### config.mk
export PLATFORM = sky130hd
export DESIGN_NAME = cpu6_bench_controller
export DESIGN_NICKNAME = d
export VERILOG_FILES = /design/src/rtl/cpu6_bench_pkg.sv /design/src/rtl/cpu6_trace_ring.sv /design/src/rtl/cpu6_bench_controller.sv
export SDC_FILE = /design/constraint.sdc
export NUM_CORES = 1
export LEC_CHECK = 0
export CORE_ASPECT_RATIO = 0.75
export CORE_MARGIN = 2
export CORE_UTILIZATION = 40
export CTS_CLUSTER_SIZE = 20
export DETAILED_ROUTE_END_ITERATION = 6
export PLACE_DENSITY_LB_ADDON = 0.2
export SYNTH_ARGS = -nofsm -noshare
export SYNTH_HDL_FRONTEND = slang
export SYNTH_SLANG_ARGS = --single-unit
### constraint.sdc
create_clock -name clock -period 7.1 [get_ports clock]
set_input_delay 1.42 -clock clock [delete_from_list [all_inputs] [get_ports clock]]
set_output_delay 1.42 -clock clock [all_outputs]
set_load 0.05 [all_outputs]
### src/rtl/cpu6_bench_pkg.sv
// cpu6_bench_pkg: shared state/end-cause types and CPU6 bus defaults for the bench controller
package cpu6_bench_pkg;
    localparam int CPU6_ADDR_WIDTH = 16;
    localparam int CPU6_DATA_WIDTH = 8;
    typedef enum logic [1:0] {HOLD = 2'd0, RUN = 2'd1, DONE = 2'd2} state_e;
    typedef enum logic [1:0] {NONE, HALT, STALL, TIMEOUT} end_e;
endpackage

### src/rtl/cpu6_trace_ring.sv
// cpu6_trace_ring: DEPTH-entry ring of {address, data} samples with newest-relative indexed read
// Ports:
//   clock, reset     - clock and synchronous active-low reset (clears ring and pointer)
//   we_i             - write one entry this cycle
//   addr_i, data_i   - sample written at the write pointer
//   idx_i            - read index, 0 is the newest entry
//   addr_o, data_o   - combinational read of entry (wptr-1-idx) mod DEPTH
module cpu6_trace_ring #(
    parameter int AW    = 16,
    parameter int DW    = 8,
    parameter int DEPTH = 8,
    parameter int IW    = $clog2(DEPTH)
) (
    input  logic          clock,
    input  logic          reset,
    input  logic          we_i,
    input  logic [AW-1:0] addr_i,
    input  logic [DW-1:0] data_i,
    input  logic [IW-1:0] idx_i,
    output logic [AW-1:0] addr_o,
    output logic [DW-1:0] data_o
);
    logic [AW+DW-1:0] mem_q [DEPTH];
    logic [IW-1:0]    wptr_q;
    logic [IW-1:0]    rptr;

    always_ff @(posedge clock) begin
        if (!reset) begin
            wptr_q <= '0;
            for (int i = 0; i < DEPTH; i++) mem_q[i] <= '0;
        end else if (we_i) begin
            mem_q[wptr_q] <= {addr_i, data_i};
            // DEPTH is a power of two, so the pointer wraps naturally
            wptr_q        <= wptr_q + IW'(1);
        end
    end

    assign rptr             = wptr_q - IW'(1) - idx_i;
    assign {addr_o, data_o} = mem_q[rptr];
endmodule

### src/rtl/cpu6_bench_controller.sv
// cpu6_bench_controller: CPU6 bench run controller - reset sequencing, run-cycle count, halt/stall/timeout detection
// Ports:
//   clock, reset             - clock and synchronous active-low reset
//   address_bus, data_bus    - observed CPU6 buses (data only feeds the trace)
//   cpu_reset                - active-high CPU reset; held for RESET_CYCLES, reasserted in DONE to freeze the CPU
//   running, done            - in RUN / run has ended (sticky)
//   pass, timeout, stalled   - end cause flags (sticky, only the highest-priority cause is set)
//   cycle_count              - RUN cycles elapsed, saturating, includes the terminating cycle
//   trace_idx/addr/data      - trace ring read port
// Optional feature: define CPU6_BENCH_TRACE_EN to build the trace ring; otherwise trace outputs are tied to 0.
module cpu6_bench_controller
    import cpu6_bench_pkg::*;
#(
    parameter int                    ADDR_WIDTH     = CPU6_ADDR_WIDTH,
    parameter int                    DATA_WIDTH     = CPU6_DATA_WIDTH,
    parameter int                    CNT_WIDTH      = 32,
    parameter int                    RESET_CYCLES   = 4,
    parameter int                    TIMEOUT_CYCLES = 3000,
    parameter int                    STALL_CYCLES   = 16,
    parameter logic [ADDR_WIDTH-1:0] HALT_ADDR      = ADDR_WIDTH'(16'hFFFF),
    parameter int                    TRACE_DEPTH    = 8
) (
    input  logic                           clock,
    input  logic                           reset,
    input  logic [ADDR_WIDTH-1:0]          address_bus,
    input  logic [DATA_WIDTH-1:0]          data_bus,
    output logic                           cpu_reset,
    output logic                           running,
    output logic                           done,
    output logic                           pass,
    output logic                           timeout,
    output logic                           stalled,
    output logic [CNT_WIDTH-1:0]           cycle_count,
    input  logic [$clog2(TRACE_DEPTH)-1:0] trace_idx,
    output logic [ADDR_WIDTH-1:0]          trace_addr,
    output logic [DATA_WIDTH-1:0]          trace_data
);
    localparam logic [7:0]           HOLD_LAST = 8'(RESET_CYCLES - 1);
    localparam logic [CNT_WIDTH-1:0] ONE       = CNT_WIDTH'(1);
    localparam logic [CNT_WIDTH-1:0] STALL_LIM = CNT_WIDTH'(STALL_CYCLES);
    localparam logic [CNT_WIDTH-1:0] TO_LIM    = CNT_WIDTH'(TIMEOUT_CYCLES);

    state_e                state_q;
    logic [7:0]            hold_q;
    logic                  cpu_reset_q, running_q, done_q, pass_q, timeout_q, stalled_q;
    logic [CNT_WIDTH-1:0]  cycle_q, cycle_d, stall_q, stall_d;
    logic [ADDR_WIDTH-1:0] last_q;
    logic                  same;
    end_e                  cause_d;

    always_comb begin
        same    = address_bus == last_q;
        stall_d = !same ? ONE : (stall_q == STALL_LIM) ? stall_q : stall_q + ONE;
        cycle_d = &cycle_q ? cycle_q : cycle_q + ONE;
        // priority: halt, then stall, then timeout
        cause_d = (address_bus == HALT_ADDR) ? HALT
                : (STALL_CYCLES != 0 && same && stall_q + ONE == STALL_LIM) ? STALL
                : (cycle_q + ONE == TO_LIM) ? TIMEOUT
                : NONE;
    end

    always_ff @(posedge clock) begin
        if (!reset) begin
            state_q     <= HOLD;
            hold_q      <= '0;
            cpu_reset_q <= 1'b1;
            running_q   <= 1'b0;
            done_q      <= 1'b0;
            pass_q      <= 1'b0;
            timeout_q   <= 1'b0;
            stalled_q   <= 1'b0;
            cycle_q     <= '0;
            stall_q     <= '0;
            last_q      <= '0;
        end else begin
            case (state_q)
                HOLD: begin
                    hold_q <= hold_q + 8'd1;
                    if (hold_q == HOLD_LAST) begin
                        state_q     <= RUN;
                        cpu_reset_q <= 1'b0;
                        running_q   <= 1'b1;
                    end
                end
                RUN: begin
                    cycle_q <= cycle_d;
                    last_q  <= address_bus;
                    stall_q <= stall_d;
                    if (cause_d != NONE) begin
                        state_q     <= DONE;
                        done_q      <= 1'b1;
                        running_q   <= 1'b0;
                        cpu_reset_q <= 1'b1;
                        pass_q      <= cause_d == HALT;
                        stalled_q   <= cause_d == STALL;
                        timeout_q   <= cause_d == TIMEOUT;
                    end
                end
                default: ;
            endcase
        end
    end

    assign cpu_reset   = cpu_reset_q;
    assign running     = running_q;
    assign done        = done_q;
    assign pass        = pass_q;
    assign timeout     = timeout_q;
    assign stalled     = stalled_q;
    assign cycle_count = cycle_q;

`ifdef CPU6_BENCH_TRACE_EN
    cpu6_trace_ring #(
        .AW    (ADDR_WIDTH),
        .DW    (DATA_WIDTH),
        .DEPTH (TRACE_DEPTH)
    ) u_ring (
        .clock  (clock),
        .reset  (reset),
        .we_i   (state_q == RUN),
        .addr_i (address_bus),
        .data_i (data_bus),
        .idx_i  (trace_idx),
        .addr_o (trace_addr),
        .data_o (trace_data)
    );
`else
    logic unused_trace;
    assign unused_trace = ^{trace_idx, data_bus};
    assign trace_addr   = '0;
    assign trace_data   = '0;
`endif
endmodule

After elaboration in Yosys (flattened, before gate mapping). Index checks and enable logic that the tools add are counted.

Eq/ne operators: 13. Shift operators: 0. Div/mod/pow operators: 0. Multiply operators: 0. Reduce and logical (&&, ||, !) cells: 9. $lt $le $gt $ge: 0. $add $sub $neg: 3. Muxes and demuxes: 14. Bitwise logic cells: 1.

Operator list (count): 32-bit by 1-bit adder with 32-bit output, second input constant (2); 32-bit by 5-bit == test with 1-bit output, second input constant (2); 32-bit 2-to-1 mux (2); 32-bit by 12-bit == test with 1-bit output, second input constant (1); 32-bit AND reduction (1); 16-bit == test (1); 16-bit == test, second input constant (1); 2-bit 2-to-1 mux (5); 8-bit by 1-bit adder with 8-bit output, second input constant (1); 8-bit by 2-bit == test with 1-bit output, second input constant (1); 2-bit != test, second input constant (3); 2-bit AND reduction (3); 2-bit by 1-bit == test with 1-bit output, second input constant (2); 2-bit == test, second input constant (2); 1-bit 2-to-1 mux (4); 1-bit one-hot mux with 2 select lines (2); 2-bit one-hot mux with 2 select lines (1); 2-bit nonzero test (2); 3-bit AND reduction (1); 2-bit logical NOT (1); 1-bit logical AND (1); 1-bit NOT (1).

Bits in read-only memories: 0. Bits in registers: 96. Bits in latches: 0. RAM bits: 0. Memories: 0.

Longest topological paths before layout.
Depth after elaboration: 8. Gate-level depth with buffers: 10.

Worst setup path before layout. OpenSTA, ideal clock, no wires.

Path type: input to register. Start: in address_bus[1]. End: reg state_q[0]. Library setup time: 135 ps. Data arrival time: 3328 ps. Setup slack: 3637 ps. Stages on the path: 8. Cells stage by stage: xor2_1 -> nor4_1 -> nand4_1 -> a2111oi_0 -> nand4_1 -> or4_4 -> a31oi_4 -> a211oi_1.

Longest elaborated chain between the ends: 7. Elaborated cells between the ends (all ways): 8.

RTL lines: start: declaration (line cpu6_bench_controller.sv:25) `input logic [ADDR_WIDTH-1:0] address_bus,`; 16-bit == test (line cpu6_bench_controller.sv:52) `same = address_bus == last_q;`; 1-bit logical AND (line cpu6_bench_controller.sv:57) `: (STALL_CYCLES != 0 && same && stall_q + ONE == STALL_LIM) ? STALL`; 2-bit 2-to-1 mux (line cpu6_bench_controller.sv:57); 2-bit 2-to-1 mux (*) (line cpu6_bench_controller.sv:56) `cause_d = (address_bus == HALT_ADDR) ? HALT`; 2-bit nonzero test (*) (line cpu6_bench_controller.sv:89) `if (cause_d != NONE) begin`; 2-bit != test (no line) (*); 3-bit AND reduction (no line) (*); end signal: assignment (line cpu6_bench_controller.sv:64) `state_q <= HOLD;`; end signal: assignment (line cpu6_bench_controller.sv:80) `state_q <= RUN;`; end signal: assignment (line cpu6_bench_controller.sv:90) `state_q <= DONE;`; end: declaration (line cpu6_bench_controller.sv:43) `state_e state_q;`.

Mark *: on every way between the ends. The rest lies on a longest branch, timed or not. A chain may end at the register's enable or synchronous reset.

Worst setup path in the final report.
Start: in address_bus[9]. End: reg state_q[0].

The elaborated chain is that of the path after synthesis.

==> flow_summary_export.csv <==
group,metric,value,unit
sta,fin_crit,4.24,ns
drt,first_pass_iters,5,
power,power_switching,0.317,mW
grt,antenna_found_initial,0,
logic_synthesis,netlist_area,5920,um^2
outcome,status,"completed",
setup_path,start_kind,"input pin",
setup_path,worst-path-max-fanout,35,
clock_tree,ctsHtreeMaxLevel,3,
logic_synthesis,yosysTopAreaCell,"dfxtp_1",
die,io_pins,91,
power,cellLeakagePower,2.26,nW
clock_tree,cts_resized,0,
die,core,14500,um^2
min_path,min_from,"last_q[9]",
final_layout,drive_gt1_share,5.76,%
power,seqPwrFrac,47.0,%
sta,rsz0062_at_grt,"no",
die,initial_core_util,40.9,%
logic_synthesis,synth_edf_count,0,
setup_path,required,7.31,ns
drt,routed_wl,15300,um
die,die_w,144,um
grt,grtUsageTotal,19.8,%
setup_path,reg2regPathDepth,8,
clock_tree,ctsRootBufferMaster,"clkbuf_16",
logic_synthesis,ys_ff_latch,95,
clock_tree,cts_setup_buffers,0,
clock_tree,cts_hold_buffers,0,
power,power.internal,0.867,mW
sta,worst_pin_slew,1.01,ns
power,share_comb_of_total_power,10.5,%
sta,setup_ws,2.86,ns
power,p_clk_share,42.5,%
logic_synthesis,synth.avg_cell_area,7.82,um^2
min_path,hold_path_depth,2,
final_layout,nNetsFinal,809,
logic_synthesis,async_reset_ff_share,0,%
setup_path,r2r_start,"stall_q[7]",
setup_path,crit_slowest_cell,"or4_4",
sta,fin_tns_setup,0,ns
setup_path,cp.arrival,4.46,ns
logic_synthesis,ys.warnings.count,0,
setup_path,max_stage_delay,0.61,ns
setup_path,critPathCaptureType,"register",
drt,drc,0,
final_layout,diodes,0,
logic_synthesis,ys.flop_type,"dfxtp_1",
logic_synthesis,synth.area.top_cells,"dfxtp_1 (32%), xor2_1 (5.6%), a21oi_1 (5.2%)",
grt,first_global_vias,4815,
clock_tree,cts_tree,"done",
setup_path,regToRegSetupSlack,3.58,ns
setup_path,crit_top_cell,"nand4_1",
die,fp.dieArea,15800,um^2
clock_tree,clockBufferDepth,2,
final_layout,fillerInstances,1442,
power,p_per_area,175,nW/um^2
sta,setup_viol,0,
clock_tree,clk_latency,0.36,ns
sta,maxSlewHeadroom,32.5,%
sta,hold_viol,0,
grt,overflow,0,
grt,grt_max_degree,61,
sta,clock-skew-final,0.00791,ns
min_path,hold_path_class,"reg2reg",
placement,place_hpwl,10800,um
setup_path,r2r_end,"state_q[0]",
grt,grt_pass1_wl,24700,um
sta,slew_viol_final,0,
setup_path,worstSetupPathType,"in2reg",
job,drv_cap,0,
drt,wire_per_inst,15.6,um
placement,post-place-ws,2.54,ns
logic_synthesis,yosysUniqueCellTypes,74,
drt,vias_per_cell,5.56,
power,sw_frac_of_total,26.8,%
min_path,hold_end,"last_q[9]",
logic_synthesis,syn_inst,757,
die,die_y,109,um
logic_synthesis,yosysSeqAreaShare,32.1,%
sta,min_period_over_period,59.8,%
placement,port-buffer-count,55,
drt,drt-initial-drc-count,370,
drt,ant_nets,0,
drt,num_vias,5451,
final_layout,syn_to_final_growth,14.2,%
logic_synthesis,synth_top_area_share,32.1,%
power,vdd_drop_max,102,uV
die,row_count,38,
setup_path,path_cells,"clkdlybuf4s50_1 > xor2_1 > nor4_1 > nand4_1 > buf_4 > a2111oi_0 > nand4_1 > or4_4 > a31oi_4 > a211oi_1",
sta,fmax,0.236,GHz
clock_tree,clk_pin_slew,0.07,ns
clock_tree,numCtsBuffers,9,
clock_tree,clock_sinks,95,
placement,gp_congestion,0.856,
-- state kept, by name (all words and copies together), names as in the netlist --
register,flops
last_q,16
stalled,1
timeout,1
cpu_reset,1
done,1
cycle_count,32
pass,1
hold_q,8
stall_q,32
state_q,2
-- final cells by class --
cell class	count	area, um^2	share of cell area, %
flip-flops and latches	95	1900	28.1
well taps	200	250	3.70
clock buffers	11	243	3.59
clock inverters	5	65.1	0.962
repair buffers	60	588	8.70
inverters	9	33.8	0.500
multi-input cells	601	3680	54.4
-- cells by family (layout without fill, tap and decap cells) --
group / after synthesis / count (layout) / synth area share, %
AND/OR/NAND/NOR: 355 / 355 / 33.9
AO/OA/AOI/OAI: 141 / 141 / 14.1
flip-flops: 95 / 95 / 32.1
buffers and inverters: 84 / 85 / 7.31
XOR/XNOR: 68 / 68 / 10.1
multiplexers: 9 / 9 / 1.56
adder cells (fa/ha/maj): 4 / 4 / 0.846
other: 1 / 24 / 0.0634
-- cell usage in the layout, fill, tap and decap left out, types with 5 or more instances in the layout --
cell,n
nand2b_1,7
inv_1,8
nor3_1,20
or3_1,20
nand3b_1,10
nor2_1,72
buf_4,5
o21ai_0,38
and4_1,10
nand2_1,72
conb_1,24
and3_1,14
mux2i_1,7
or4_1,7
xor2_1,38
dfxtp_1,95
nand3_1,31
nand4_1,31
a31oi_1,10
a21oi_1,62
clkdlybuf4s50_1,55
clkbuf_16,9
nor4_1,17
xnor2_1,30
a211oi_1,5
and2_1,7
-- layer usage --
| layer | part of all wire (%) | GRT usage [%] | vias up |
|---|---|---|---|
| met5 | 0 | 0 | - |
| met4 | 1.3 | 5.62 | 0 |
| met3 | 6.1 | 4.88 | 16 |
| met2 | 41 | 28.0 | 156 |
| met1 | 51 | 29.6 | 2565 |
| li1 | - | - | 2714 |
-- cell usage after synthesis, drive strengths merged, types with 7 or more instances --
cell type,n
and4,10
nand3,34
clkbuf,34
a21oi,62
or4,8
and2,7
nor4,22
nand4,33
mux2i,7
nand2,73
nand2b,7
or3,21
buf,41
and3,14
nor3,23
nand3b,10
xnor2,30
xor2,38
a31oi,11
inv,9
o21ai,39
nor2,72
dfxtp,95
-- how the worst max path moves through the flow --
stage	startpoint	to
after floorplan	address_bus[1]	state_q[0]
after global placement	address_bus[9]	state_q[0]
after detailed placement	address_bus[9]	state_q[0]
after CTS	address_bus[9]	state_q[0]
after global routing	address_bus[9]	state_q[0]
final	address_bus[9]	state_q[0]
-- stage by stage --
stage / area (um^2) / hold slack, ns / utilization, % / instances / total power [mW]
floorplan: 6000 / 0.448 / - / 780 / 0.665
global placement: 6450 / 0.454 / 44.6 / 965 / 0.690
detailed placement: 6450 / 0.459 / 44.6 / 965 / 0.693
CTS: 6760 / 0.469 / 46.8 / 981 / 1.20
global route: 6760 / 0.483 / 46.8 / 981 / 1.23
finish: 6760 / 0.465 / 46.8 / 981 / 1.18
-- power groups by stage --
stage	Clock, mW	Combinational [mW]	Sequential [mW]
2_1_floorplan	0	0.0897	0.576
3_3_place_gp	0	0.122	0.568
3_5_place_dp	0	0.124	0.569
4_1_cts	0.520	0.124	0.557
5_1_grt	0.538	0.136	0.558
6_report	0.504	0.124	0.557
-- critical path, delay by kind of cell --
kind	cells	cell delay [ns]
AND/OR/NAND/NOR	4	1.28
XOR/XNOR	1	0.17
AO/OA/AOI/OAI	3	0.83
buffers and inverters	2	0.74
(Power assumes the default switching activity.)
